==> src/rtl/mmu_cpl_demux_pkg.sv <==
// Shared types for the host-DMA completion return path.
// The ordering entry layout matches what the host-DMA arbiter pushes.
package mmu_cpl_demux_pkg;

  localparam int unsigned MmuVfidBits = 2;
  localparam int unsigned MmuPidBits  = 6;
  localparam int unsigned MmuDestBits = 4;

  typedef struct packed {
    logic [MmuVfidBits-1:0] vfid;
    logic [MmuPidBits-1:0]  pid;
    logic [MmuDestBits-1:0] dest;
    logic                   last;
  } mmu_ord_entry_t;

  typedef enum logic {StIdle, StSend} cpl_state_e;

endpackage

==> src/rtl/mmu_ord_fifo.sv <==
// Synchronous FIFO with full/empty flags and an occupancy count.
// The caller must only push when not full; pops on empty are ignored.
module mmu_ord_fifo #(
  parameter int unsigned Depth = 32,
  parameter int unsigned Width = 13,
  localparam int unsigned PtrW = $clog2(Depth),
  localparam int unsigned CntW = PtrW + 1
) (
  input  logic             clk_i,
  input  logic             rst_i,
  input  logic             push_i,
  input  logic [Width-1:0] wdata_i,
  input  logic             pop_i,
  output logic [Width-1:0] rdata_o,
  output logic             full_o,
  output logic             empty_o,
  output logic [CntW-1:0]  count_o
);

  logic [Width-1:0] mem_q [Depth];
  logic [PtrW-1:0]  wptr_q, wptr_d;
  logic [PtrW-1:0]  rptr_q, rptr_d;
  logic [CntW-1:0]  count_q, count_d;
  logic             do_push, do_pop;

  assign full_o  = (count_q == CntW'(Depth));
  assign empty_o = (count_q == '0);
  assign count_o = count_q;
  assign rdata_o = mem_q[rptr_q];

  assign do_push = push_i && !full_o;
  assign do_pop  = pop_i && !empty_o;

  always_comb begin
    wptr_d  = wptr_q;
    rptr_d  = rptr_q;
    count_d = count_q;
    if (do_push) wptr_d = wptr_q + PtrW'(1);
    if (do_pop)  rptr_d = rptr_q + PtrW'(1);
    if (do_push && !do_pop) begin
      count_d = count_q + CntW'(1);
    end else if (!do_push && do_pop) begin
      count_d = count_q - CntW'(1);
    end
  end

  always_ff @(posedge clk_i) begin
    if (rst_i) begin
      wptr_q  <= '0;
      rptr_q  <= '0;
      count_q <= '0;
    end else begin
      wptr_q  <= wptr_d;
      rptr_q  <= rptr_d;
      count_q <= count_d;
    end
  end

  // Storage needs no reset: contents are only read once the pointers cover them.
  always_ff @(posedge clk_i) begin
    if (do_push) mem_q[wptr_q] <= wdata_i;
  end

endmodule

==> src/rtl/mmu_cpl_demux.sv <==
// Routes XDMA completion pulses back, in issue order, to the region that
// issued each request, as a per-region done/ack handshake.
module mmu_cpl_demux
  import mmu_cpl_demux_pkg::*;
#(
  parameter int unsigned N_REGIONS      = 4,
  parameter int unsigned N_REGIONS_BITS = MmuVfidBits,
  parameter int unsigned PID_BITS       = MmuPidBits,
  parameter int unsigned DEST_BITS      = MmuDestBits,
  parameter int unsigned ORD_DEPTH      = 32
) (
  input  logic                      aclk,
  input  logic                      areset,
  input  logic                      s_mux_valid,
  output logic                      s_mux_ready,
  input  logic [N_REGIONS_BITS-1:0] s_mux_vfid,
  input  logic [PID_BITS-1:0]       s_mux_pid,
  input  logic [DEST_BITS-1:0]      s_mux_dest,
  input  logic                      s_mux_last,
  input  logic                      s_dma_done,
  output logic [N_REGIONS-1:0]      m_done_valid,
  input  logic [N_REGIONS-1:0]      m_done_ready,
  output logic [PID_BITS-1:0]       m_done_pid,
  output logic [DEST_BITS-1:0]      m_done_dest,
  output logic                      cpl_err
);

  localparam int unsigned CntW = $clog2(ORD_DEPTH) + 1;

  mmu_ord_entry_t wdata, head;
  logic [$bits(mmu_ord_entry_t)-1:0] fifo_rdata;
  logic            fifo_full, fifo_empty;
  logic [CntW-1:0] fifo_count;
  logic            push, pop, pulse_ok;

  cpl_state_e                state_q, state_d;
  logic [CntW-1:0]           done_cnt_q, done_cnt_d;
  logic [N_REGIONS_BITS-1:0] vfid_q, vfid_d;
  logic [PID_BITS-1:0]       pid_q, pid_d;
  logic [DEST_BITS-1:0]      dest_q, dest_d;
  logic                      cpl_err_q, cpl_err_d;

  assign s_mux_ready = !fifo_full && !areset;
  assign push        = s_mux_valid && s_mux_ready;

  always_comb begin
    wdata.vfid = s_mux_vfid;
    wdata.pid  = s_mux_pid;
    wdata.dest = s_mux_dest;
    wdata.last = s_mux_last;
  end

  assign head = mmu_ord_entry_t'(fifo_rdata);

  mmu_ord_fifo #(
    .Depth (ORD_DEPTH),
    .Width ($bits(mmu_ord_entry_t))
  ) u_fifo (
    .clk_i   (aclk),
    .rst_i   (areset),
    .push_i  (push),
    .wdata_i (wdata),
    .pop_i   (pop),
    .rdata_o (fifo_rdata),
    .full_o  (fifo_full),
    .empty_o (fifo_empty),
    .count_o (fifo_count)
  );

  // A pulse is only meaningful while some queued entry still lacks its completion.
  assign pulse_ok = s_dma_done && (done_cnt_q != fifo_count);

  always_comb begin
    state_d = state_q;
    vfid_d  = vfid_q;
    pid_d   = pid_q;
    dest_d  = dest_q;
    pop     = 1'b0;
    unique case (state_q)
      StIdle: begin
        if ((done_cnt_q != '0) && !fifo_empty) begin
          pop = 1'b1;
          if (head.last) begin
            vfid_d  = head.vfid;
            pid_d   = head.pid;
            dest_d  = head.dest;
            state_d = StSend;
          end
        end
      end
      StSend: begin
        if (m_done_ready[vfid_q]) state_d = StIdle;
      end
    endcase
  end

  always_comb begin
    done_cnt_d = done_cnt_q;
    if (pulse_ok && !pop) begin
      done_cnt_d = done_cnt_q + CntW'(1);
    end else if (!pulse_ok && pop) begin
      done_cnt_d = done_cnt_q - CntW'(1);
    end
    cpl_err_d = cpl_err_q || (s_dma_done && !pulse_ok);
  end

  always_ff @(posedge aclk) begin
    if (areset) begin
      state_q    <= StIdle;
      done_cnt_q <= '0;
      vfid_q     <= '0;
      pid_q      <= '0;
      dest_q     <= '0;
      cpl_err_q  <= 1'b0;
    end else begin
      state_q    <= state_d;
      done_cnt_q <= done_cnt_d;
      vfid_q     <= vfid_d;
      pid_q      <= pid_d;
      dest_q     <= dest_d;
      cpl_err_q  <= cpl_err_d;
    end
  end

  always_comb begin
    m_done_valid = '0;
    if (state_q == StSend) m_done_valid[vfid_q] = 1'b1;
  end

  assign m_done_pid  = pid_q;
  assign m_done_dest = dest_q;
  assign cpl_err     = cpl_err_q;

endmodule

==> config.mk <==
export PLATFORM = sky130hd
export DESIGN_NAME = mmu_cpl_demux
export DESIGN_NICKNAME = d
export VERILOG_FILES = /design/src/rtl/mmu_cpl_demux_pkg.sv /design/src/rtl/mmu_ord_fifo.sv /design/src/rtl/mmu_cpl_demux.sv
export SDC_FILE = /design/constraint.sdc
export NUM_CORES = 1
export LEC_CHECK = 0
export CAP_MARGIN = 30
export CORE_MARGIN = 1
export CORE_UTILIZATION = 49
export CTS_CLUSTER_SIZE = 10
export DETAILED_ROUTE_END_ITERATION = 8
export PLACE_DENSITY_LB_ADDON = 0.1
export SYNTH_ARGS = -nofsm -noshare
export SYNTH_HDL_FRONTEND = slang
export SYNTH_SLANG_ARGS = --single-unit
==> constraint.sdc <==
create_clock -name aclk -period 3.9 [get_ports aclk]
set_clock_uncertainty 0.05 [all_clocks]
set_input_delay 0.975 -clock aclk [delete_from_list [all_inputs] [get_ports aclk]]
set_output_delay 0.975 -clock aclk [all_outputs]
set_load 0.01 [all_outputs]
# --- After elaboration in Yosys (flattened, before gate mapping) ---
# Memory sizes are Yosys's and may differ from the RTL's. A register that Yosys moved wholly into a read port is not among the register bits.
# Cells that the tools add are included.
word_totals:
  ff_bits: 36
  ram_bits: 416
  in_bits: 21
  out_inout_bits: 16
  mem_count: 1
memory_table:
  columns: ["memory", "words", "word_bits", "read_ports", "rd_clocked_by_memory_dff", "write_ports", "line", "rtl"]
  rows:
  - ["u_fifo.mem_q", 32, 13, 1, 1, 1, "mmu_ord_fifo.sv:20", "logic [Width-1:0] mem_q [Depth];"]
classes:
  addsub: 6
  n_lt_le_gt_ge: 2
  eq_ne: 2
  muxes: 19
  bitwise_logic: 1
  n_reduce_logical: 25
ops:
  columns: ["op", "n"]
  rows:
  - ["$mux W6", 4]
  - ["$add A6 B1 Y6 const B", 2]
  - ["$logic_and A1 B1 Y1", 12]
  - ["$sub A6 B1 Y6 const B", 2]
  - ["$add A5 B1 Y5 const B", 2]
  - ["$mux W5", 2]
  - ["$mux W1", 9]
  - ["$logic_not A1 Y1", 7]
  - ["$eq A6 B6 Y1 const B", 1]
  - ["$logic_not A6 Y1", 1]
  - ["$ne A6 B6 Y1", 1]
  - ["$reduce_bool A6 Y1", 1]
  - ["$mux W4", 1]
  - ["$reduce_bool A2 Y1", 2]
  - ["$lt A2 B3 Y1 const B", 1]
  - ["$reduce_and A3 Y1", 1]
  - ["$bmux W1 S2", 1]
  - ["$demux W1 S2", 1]
  - ["$ge A2 B1 Y1 const B", 1]
  - ["$pmux W1 S2", 1]
  - ["$logic_or A1 B1 Y1", 1]
  - ["$not A1 Y1", 1]

# --- Logic depth before layout (Yosys ltp) ---
depth:
  word_depth: 9
  ltp_mapped: 11
  mapped_depth_nobuf: 11

# --- Hierarchy ---
# Synthesis repeated with hierarchy kept, for this count alone.
unflattened:
  hier_cells: 1020
  area_unflattened_um2: 18212.5
modules_own_cells:
  columns: ["mod", "instances", "cells_per_inst", "area_each_um2", "seq_area_each_um2"]
  rows:
  - ["mmu_ord_fifo", 1, 906, 17125.2, 12912.4]
  - ["mmu_cpl_demux", 1, 114, 1087.3, 400.4]

# --- Worst setup path before layout ---
# Ideal clock, no wire load.
synth_path:
  path_kind: "input-to-reg"
  from: "input port areset"
  to: "register u_fifo.count_q[5], in the netlist u_fifo.count_o[5]"
  setup_ns: 0.121
  arrival_ns: 3.369
  required_time_ns: 3.729
  setup_slack_ns: 0.360
  cell_stages: 10
  path_cell_list: "clkbuf_1 -> a311oi_2 -> ha_1 -> inv_1 -> ha_1 -> a21o_1 -> a21o_1 -> a211o_1 -> o211ai_1 -> mux2_2"
synth_between:
  elab_chain_len: 7
synth_rtl:
  columns: ["item", "line", "rtl"]
  rows:
  - ["from (decl)", "mmu_cpl_demux.sv:13", "input logic areset,"]
  - ["$logic_not A1 Y1 (*)", "mmu_cpl_demux.sv:43", "assign s_mux_ready = !fifo_full && !areset;"]
  - ["$logic_and A1 B1 Y1 (*)", "mmu_cpl_demux.sv:43", null]
  - ["$logic_and A1 B1 Y1 (*)", "mmu_cpl_demux.sv:44", "assign push = s_mux_valid && s_mux_ready;"]
  - ["$logic_and A1 B1 Y1 (*)", "mmu_ord_fifo.sv:31", "assign do_push = push_i && !full_o;"]
  - ["via u_fifo.do_push", "mmu_ord_fifo.sv:24", "logic do_push, do_pop;"]
  - ["$logic_not A1 Y1", "mmu_ord_fifo.sv:42", "end else if (!do_push && do_pop) begin"]
  - ["$logic_and A1 B1 Y1", "mmu_ord_fifo.sv:42", null]
  - ["$reduce_bool A2 Y1 (no source line)", null, null]
  - ["to (signal assigned)", "mmu_ord_fifo.sv:55", "count_q <= count_d;"]
  - ["to (decl)", "mmu_ord_fifo.sv:23", "logic [CntW-1:0] count_q, count_d;"]
# The timed path passes the listed nets; every way through them passes the cells marked *.
# A chain may end at the register's enable or synchronous reset.

# --- Worst setup path in the final report ---
layout_path:
  from: "register u_fifo.count_q[1], in the netlist u_fifo.count_o[1]"
  to: "register done_cnt_q[5]"
layout_between:
  elab_chain_len: 8
layout_rtl:
  columns: ["item", "line", "rtl"]
  rows:
  - ["$logic_not A6 Y1", "mmu_ord_fifo.sv:27", "assign empty_o = (count_q == '0);"]
  - ["$logic_not A1 Y1", "mmu_cpl_demux.sv:81", "if ((done_cnt_q != '0) && !fifo_empty) begin"]
  - ["$logic_and A1 B1 Y1", "mmu_cpl_demux.sv:81", null]
  - ["$mux W1", "mmu_cpl_demux.sv:81", null]
  - ["$mux W1", "mmu_cpl_demux.sv:79", "unique case (state_q)"]
  - ["$logic_not A1 Y1", "mmu_cpl_demux.sv:99", "if (pulse_ok && !pop) begin"]
  - ["$logic_and A1 B1 Y1", "mmu_cpl_demux.sv:99", null]
  - ["$mux W6 or $reduce_bool A2 Y1 (tied branches)", null, null]
  - ["to (signal assigned)", "mmu_cpl_demux.sv:117", "done_cnt_q <= done_cnt_d;"]
  - ["to (decl)", "mmu_cpl_demux.sv:37", "logic [CntW-1:0] done_cnt_q, done_cnt_d;"]
# Parallel ways exist; a longest one is shown, timed or not.

==> results.yml <==
global_route:
  grt_max_degree: 52
  grt_pass1_vias: 9392
  grt-ovfl-total: 0
  grt_usage: 0.219
  grt_pass1_wl_um: 59800
  antenna_found_initial: 0
clocking:
  cts_tree: "built"
  cts_setup_buffers: 0
  cts_repair_resize_count: 0
  numCtsBuffers: 52
  hold_buffers: 0
  clkSinkCount: 457
  clk_latency_ps: 570
  cts_buffer_depth: 3
  path_clk_slew_ps: 60
  htreeDepth: 2
  cts_root_buf: "clkbuf_16"
layout:
  multiInputGateArea_um2: 4520
  fillCellCount: 2825
  seq_area_um2: 13300
  area_growth_pct: 14.8
  diodes: 0
  fin_nets: 1114
  drive_above_1_share: 0.229
floorplanning:
  initial_utilization: 0.497
  die-width_um: 194
  core_area_um2: 36500
  row_count: 70
  die_area_um2: 37800
  ioPinCount: 37
  die_h_um: 194
worst_setup_path:
  endpoint_kind: "register"
  cp-start-kind: "register"
  cp.required_ps: 4300
  critPathKind: "register to register"
  worst-path-max-fanout: 6
  worstPathArrival_ps: 3700
detailed_routing:
  num_vias: 9234
  routedWlPerCell_um: 25.6
  first_pass_iters: 5
  vias_per_cell: 5.89
  finalWirelength_um: 40200
  drc: 0
  ant_nets: 0
  drtIter0Drc: 600
sta:
  setup_viol: 0
  finalHoldViolCount: 0
  period_minus_slack_ps: 3290
  rsz0062_at_grt: "no"
  tns_ps: 0
  fin_crit_sh: 0.845
  max_slew.worst_pin.slew_ps: 756
  slew_violations: 0
  slew_headroom: 0.496
  max_freq_mhz: 304
synthesis:
  synth_common_cells: "edfxtp_1 (416), mux4_2 (83), nor2_1 (55)"
  synth_top_area_cell: "edfxtp_1"
  ys_seq_elements: 457
  netlist_area_um2: 18100
  synth_top_area_share: 0.689
  yosysMostFrequentCell: "edfxtp_1"
  async_flop_share: 0
  synth_seq_area_share: 0.734
  synth_cell_types: 49
  synth_cells: 973
  synth_edf_count: 416
  syn_nets: 1011
  synth_area_leaders: "edfxtp_1 (69%), mux4_2 (10%), dfxtp_1 (4.5%)"
  synth_ff_type: "edfxtp_1"
  synth.avg_cell_area_um2: 18.6
  synth_warnings: 0
run:
  max-cap-violations: 0
placed_design:
  place.gp.congestion: 0.839
  place.detailed.hpwl_um: 24400
  portBuffers: 36
pwr:
  p_leak_nw: 6.69
  ir_drop_mv: 0.402
  p_per_area_nw_per_um2: 603
  total_power_w: 0.0126
worst_hold_path:
  hold_path.class: "register to register"
outcome:
  outcome: "complete, no violations"
==> placed cells by master, fill, tap and decap left out, drive strengths merged, types with 3 or more instances in the layout <==
cell type,synthesis,routed
a211oi,3,3
a21o,5,5
a21oi,20,20
and3,3,3
buf,32,67
clkbuf,21,75
clkdlybuf4s50,0,35
clkinv,1,5
dfxtp,41,41
edfxtp,416,416
ha,15,15
inv,14,14
mux2,36,36
mux2i,24,24
mux4,88,88
nand2,24,24
nand2b,19,19
nand3,5,5
nand3b,3,3
nand4,3,3
nor2,55,55
nor2b,3,3
nor3,13,13
nor4,5,5
o211ai,10,10
o21ai,16,16
o22ai,45,45
or3,4,4
or3b,3,3
or4,3,3
xnor2,8,8
xor2,12,12
==> where the power goes <==
part	internal (W)	leakage, nW	switching, W
logic	0.00126	1.90	0.00129
registers	0.00551	4.08	0.000216
clock network	0.00250	0.707	0.00178
==> area by class of cell <==
class,count,area share
clock inverter,4,0.00144
multi-input combinational,448,0.217
clock buffer,75,0.0687
timing repair buffer,102,0.0424
tap,468,0.0281
sequential,457,0.640
inverter,15,0.00270
==> kinds of logic (layout without fill, tap and decap cells) <==
logic type      Yosys count  after routing  share of synthesized area
flops                   457            457                      0.734
simple gates            152            152                     0.0424
mux                     148            148                      0.146
compound gates          111            111                     0.0387
buf+inv                  68            196                     0.0170
xor+xnor                 20             20                    0.00966
fa+ha+maj                17             17                     0.0126
==> worst paths after layout <==
path                            slack (ps)                    endpoint                           start  cells past startpoint
worst max register to register         610  done_cnt_q[5]$_SDFFE_PP0P_  u_fifo.count_o[1]$_SDFFE_PP0P_                     11
worst min register to register         420  m_done_pid[5]$_SDFFE_PP0P_      m_done_pid[5]$_SDFFE_PP0P_                      2
worst max-delay path                   610  done_cnt_q[5]$_SDFFE_PP0P_  u_fifo.count_o[1]$_SDFFE_PP0P_                     11
worst min-delay path                   420  m_done_pid[5]$_SDFFE_PP0P_      m_done_pid[5]$_SDFFE_PP0P_                      2
==> metal layers <==
layer | wire [um] | vias to the layer above | track usage | part of all wire
met4 | 1150 | 0 | 0.0767 | 0.029
met5 | 0 | - | 0 | 0
li1 | - | 4139 | - | -
met2 | 19800 | 244 | 0.355 | 0.49
met3 | 1890 | 71 | 0.0387 | 0.047
met1 | 17400 | 4780 | 0.300 | 0.43
==> critical path, cell delays in order, from the launching register on <==
cell and delay (ps):
dfxtp_1 360, nor4_1 380, nand3_1 210, nand2_1 320, ha_1 290, inv_1 140
ha_1 290, a21o_1 170, a21o_1 210, a211o_1 290, o211ai_1 110, mux2_2 350
==> stage by stage <==
step / area (um^2) / utilization / setup WS, ps / instances / hold slack [ps]
5_1_grt: 20800 / 0.570 / 315 / 1569 / 445
3_3_place_gp: 19300 / 0.530 / 147 / 1489 / 413
6_report: 20800 / 0.570 / 606 / 1569 / 424
3_5_place_dp: 19400 / 0.530 / 78.5 / 1490 / 421
2_1_floorplan: 18100 / - / 360 / 973 / 405
4_1_cts: 20800 / 0.570 / 586 / 1569 / 430
==> sequential cells by signal, summed over array words and instances (netlist names), named ones only <==
| name | count |
|---|---|
| u_fifo.count_o | 6 |
| m_done_pid | 6 |
| done_cnt_q | 6 |
| m_done_dest | 4 |
| u_fifo.wptr_q | 5 |
| u_fifo.rptr_q | 5 |
| state_q | 1 |
| cpl_err | 1 |
| vfid_q | 2 |
| u_fifo.mem_q | 416 |
Note: power is estimated with default switching activity, not from simulation.
